## src/rtl/control_sequencer.sv

```systemverilog
// Fetch-decode-execute sequencer for the 6-bit CPU: Moore FSM driving the bus
// select and the register/memory load strobes from the registered state and IR.
module control_sequencer (
   input  logic       clk,
   input  logic       rst,
   input  logic       run,
   input  logic [5:0] ir,
   output logic [2:0] bus_sel,
   output logic       pc_inc,
   output logic       pc_load,
   output logic       mar_load,
   output logic       ir_load,
   output logic       a_load,
   output logic       b_load,
   output logic       mem_we,
   output logic       halted
);

   typedef enum logic [2:0] {
      IDLE = 3'd0,
      F0   = 3'd1,
      F1   = 3'd2,
      DEC  = 3'd3,
      OP1  = 3'd4,
      EXE  = 3'd5,
      HALT = 3'd6
   } state_t;

   localparam logic [2:0] OP_NOP  = 3'b000;
   localparam logic [2:0] OP_LDI  = 3'b001;
   localparam logic [2:0] OP_LDA  = 3'b010;
   localparam logic [2:0] OP_STA  = 3'b011;
   localparam logic [2:0] OP_ADD  = 3'b100;
   localparam logic [2:0] OP_MOVB = 3'b101;
   localparam logic [2:0] OP_JMP  = 3'b110;
   localparam logic [2:0] OP_HLT  = 3'b111;

   localparam logic [2:0] SEL_PC   = 3'd0;
   localparam logic [2:0] SEL_MEM  = 3'd1;
   localparam logic [2:0] SEL_IMM  = 3'd2;
   localparam logic [2:0] SEL_A    = 3'd3;
   localparam logic [2:0] SEL_ALU  = 3'd5;
   localparam logic [2:0] SEL_ZERO = 3'd6;

   state_t     state;
   logic [2:0] opcode;
   state_t     boundary;

   assign opcode   = ir[5:3];
   // Instruction boundary: run is only honoured here.
   assign boundary = run ? F0 : IDLE;

   always_ff @(posedge clk) begin
      if (rst) begin
         state <= IDLE;
      end else begin
         case (state)
            IDLE: state <= run ? F0 : IDLE;
            F0:   state <= F1;
            F1:   state <= DEC;
            DEC: begin
               case (opcode)
                  OP_LDA, OP_STA, OP_JMP: state <= OP1;
                  OP_HLT:                 state <= HALT;
                  default:                state <= boundary;
               endcase
            end
            OP1:  state <= (opcode == OP_JMP) ? boundary : EXE;
            EXE:  state <= boundary;
            HALT: state <= HALT;
            default: state <= IDLE;
         endcase
      end
   end

   always_comb begin
      bus_sel  = SEL_ZERO;
      pc_inc   = 1'b0;
      pc_load  = 1'b0;
      mar_load = 1'b0;
      ir_load  = 1'b0;
      a_load   = 1'b0;
      b_load   = 1'b0;
      mem_we   = 1'b0;
      halted   = 1'b0;
      case (state)
         F0: begin
            bus_sel  = SEL_PC;
            mar_load = 1'b1;
         end
         F1: begin
            bus_sel = SEL_MEM;
            ir_load = 1'b1;
            pc_inc  = 1'b1;
         end
         DEC: begin
            case (opcode)
               OP_LDI:  begin bus_sel = SEL_IMM; a_load = 1'b1; end
               OP_ADD:  begin bus_sel = SEL_ALU; a_load = 1'b1; end
               OP_MOVB: begin bus_sel = SEL_A;   b_load = 1'b1; end
               OP_LDA, OP_STA, OP_JMP: begin
                  // Fetch the operand word and step past it.
                  bus_sel  = SEL_PC;
                  mar_load = 1'b1;
                  pc_inc   = 1'b1;
               end
               default: ;
            endcase
         end
         OP1: begin
            bus_sel = SEL_MEM;
            if (opcode == OP_JMP) pc_load  = 1'b1;
            else                  mar_load = 1'b1;
         end
         EXE: begin
            if (opcode == OP_LDA) begin
               bus_sel = SEL_MEM;
               a_load  = 1'b1;
            end else if (opcode == OP_STA) begin
               bus_sel = SEL_A;
               mem_we  = 1'b1;
            end
         end
         HALT: halted = 1'b1;
         default: ;
      endcase
   end

endmodule
```

## config.mk

```make
export PLATFORM = sky130hd
export DESIGN_NAME = control_sequencer
export DESIGN_NICKNAME = d
export VERILOG_FILES = /design/src/rtl/control_sequencer.sv
export SDC_FILE = /design/constraint.sdc
export NUM_CORES = 1
export LEC_CHECK = 0
export ABC_CLOCK_PERIOD_IN_PS = 1300
export BUFFER_PORTS_ARGS = -buffer_cell sky130_fd_sc_hd__buf_2
export CORE_AREA = 2 2 39 41
export CTS_CLUSTER_SIZE = 28
export DETAILED_ROUTE_END_ITERATION = 8
export DIE_AREA = 0 0 41 43
export SLEW_MARGIN = 20
export SYNTH_ARGS = -nofsm -noshare
export SYNTH_HDL_FRONTEND = slang
export SYNTH_SLANG_ARGS = --single-unit
```

## constraint.sdc

```tcl
create_clock -name clk -period 1.3 [get_ports clk]
set_clock_uncertainty 0.05 [all_clocks]
set_input_delay 0.26 -clock clk [delete_from_list [all_inputs] [get_ports clk]]
set_output_delay 0.26 -clock clk [all_outputs]
set_load 0.03 [all_outputs]
```

==> impl_metrics.yaml <==
routing:
  first_iter_violations: 7
  post_drt_via_cell_ratio: 4.91
  drc: 0
  wl_per_cell_um: 12.0
  vias: 555
  detail-route-antenna-nets: 0
  first_pass_iters: 4
  drt_wl_total_mm: 1.36
finish:
  top_regs: "state: 3 flops"
  drive_gt1_frac: 0.629
  n_antenna_cell: 0
  largest_register: "state"
  fin_area_um2: 848
  finish.utilization: 0.613
  fin_nets: 107
  syn_to_final_growth_pct: 84.2
  largest_reg_flops: 3
cts:
  clock-root-buffer: "clkbuf_4"
  cts.sinks: 3
  cts_max_level: 1
  clockBufferDepth: 2
  cts_hold_buf: 0
  clk_pin_slew_ns: 0.04
  insertion_delay_ns: 0.23
  cts_buffers: 3
  cts_tree: "built"
logic_synthesis:
  synthTopCellsByCount: "7 x a21oi_1, 7 x nand2_1, 5 x nor3_1"
  syn_avg_cell_area_um2: 7.08
  synth_cell_types: 32
  yosysTopAreaCell: "dfxtp_1"
  syn-num-nets: 74
  synthTopCellsByArea: "dfxtp_1 13%, a21oi_1 7.6%, buf_4 6.5%"
  synth_seq_area_share: 0.130
  netlist_instances: 65
  synth_edf_count: 0
  yosys_most_used_dff: "dfxtp_1"
  yosysTopAreaCellShare: 0.130
  ys.warnings.count: 0
  synthArstFlopShare: 0
  synth_area_um2: 460
  ys_ff_latch: 3
setup_path:
  crit_fanout: 10
  start_kind: "flip-flop"
  arrival_ns: 1.25
  end_kind: "output pin"
  required_ns: 0.99
  crit_type: "reg2out"
sta:
  fmax_ghz: 0.640
  setup_viol: 12
  finalWorstSetupSlack_ns: -0.262
  hold_viol: 0
  period_needed_ns: 1.56
  maxSlewViolCount: 0
  tns_ns: -2.34
  relSlewSlack: 0.858
  rsz0062_at_grt: "yes"
  hold_ws_ns: 0.158
  fin_crit_sh: 1.20
  worstMarginPinSlew_ns: 0.212
die:
  die_h_um: 43
  pin_count: 20
  design.die.area_mm2: 0.00176
  die_w_um: 41
  fp.coreArea_mm2: 0.00138
  rows: 14
  initial_utilization: 0.333
placed_design:
  dp_hpwl_um: 865
  placed_area_um2: 659
  io_buffers: 16
  gp_congestion: 0.760
pwr:
  intPower_uw: 460
  swShare: 0.421
  peakVddDrop_v: 0.000577
  power_uw: 794
  p_leak_uw: 0.000356
  clock_power_share: 0.208
  p_comb_frac: 0.615
  power.share.sequential: 0.177
  power_density_mw_per_mm2: 937
  p_switching_uw: 334
grt:
  grt_pass1_wl_mm: 2.15
  grt_pass1_vias: 520
  track_usage: 0.187
  antenna_found_initial: 0
  grt_max_degree: 13
  grt_overflow: 0
worst_hold_path:
  hp-class: "in2reg"
outcome:
  violations: "negative setup slack"
  status: "finished, violations left"
flow_run:
  max-cap-violations: 0
==> final timing paths <==
| kind | from | end | cells past startpoint | slack [ns] |
|---|---|---|---|---|
| worst max-delay path | state[2]$_SDFF_PP0_ | mar_load | 5 | -0.26 |
| worst min-delay path | rst | state[2]$_SDFF_PP0_ | 2 | 0.16 |
| worst max register to register | state[2]$_SDFF_PP0_ | state[0]$_SDFF_PP0_ | 5 | -0.05 |
| worst min register to register | state[1]$_SDFF_PP0_ | state[1]$_SDFF_PP0_ | 2 | 0.59 |
==> logic make-up after synthesis <==
logic type      count (synthesis)  share of synthesized area
flops                           3                      0.130
xor+xnor                        1                     0.0190
simple gates                   34                      0.457
compound gates                 18                      0.239
buf+inv                         8                      0.133
mux                             1                     0.0217
==> layout by cell type (no fill, tap or decap), types with 2 or more instances in the layout <==
cell,instances
buf_4,18
buf_6,11
nand2_1,6
nor3_2,5
buf_2,5
nand2b_1,3
a21oi_2,3
a21oi_1,3
clkbuf_4,3
nor2_1,2
a31oi_1,2
nand3_1,2
o21a_1,2
o211ai_1,2
nand3b_1,2
dfxtp_2,2
==> power by group through the flow <==
stage / Combinational (µW) / Clock [µW] / Sequential [µW]
3_5_place_dp: 373 / 0 / 136
6_report: 488 / 165 / 141
4_1_cts: 457 / 171 / 136
3_3_place_gp: 368 / 0 / 137
5_1_grt: 526 / 189 / 144
2_1_floorplan: 280 / 0 / 120
==> per-layer routing <==
layer / up-vias / track usage / part of all wire
li1: 295 / - / -
met1: 250 / 0.208 / 0.44
met2: 8 / 0.294 / 0.52
met3: 2 / 0.0314 / 0.021
met4: 0 / 0.140 / 0.015
met5: - / 0 / 0
==> worst max-delay path, stage by stage (launching register included) <==
cell	delay (ns)
dfxtp_2	0.34
buf_6	0.14
and2b_1	0.21
o21ai_2	0.15
a21oi_2	0.05
buf_6	0.13
==> stage by stage <==
step | setup WS, ns | cells
floorplan | -0.145 | 65
global route | -0.344 | 113
global placement | -0.118 | 107
detailed placement | -0.122 | 107
finish | -0.262 | 113
CTS | -0.254 | 112
==> timing repair <==
action / in CTS / in global routing
pin swaps: 2 / 3
endpoints found under the setup margin: 12 / 12
gates resized for setup: 32 / 10
setup buffers: 1 / 1
==> final cells by class <==
class | count | area (µm²)
tap | 16 | 20.0
fill | 131 | 536
timing repair buffer | 35 | 299
sequential | 3 | 66.3
inverter | 1 | 3.75
multi-input combinational | 54 | 433
clock buffer | 4 | 26.3
Note: power is estimated with default switching activity, not from simulation.
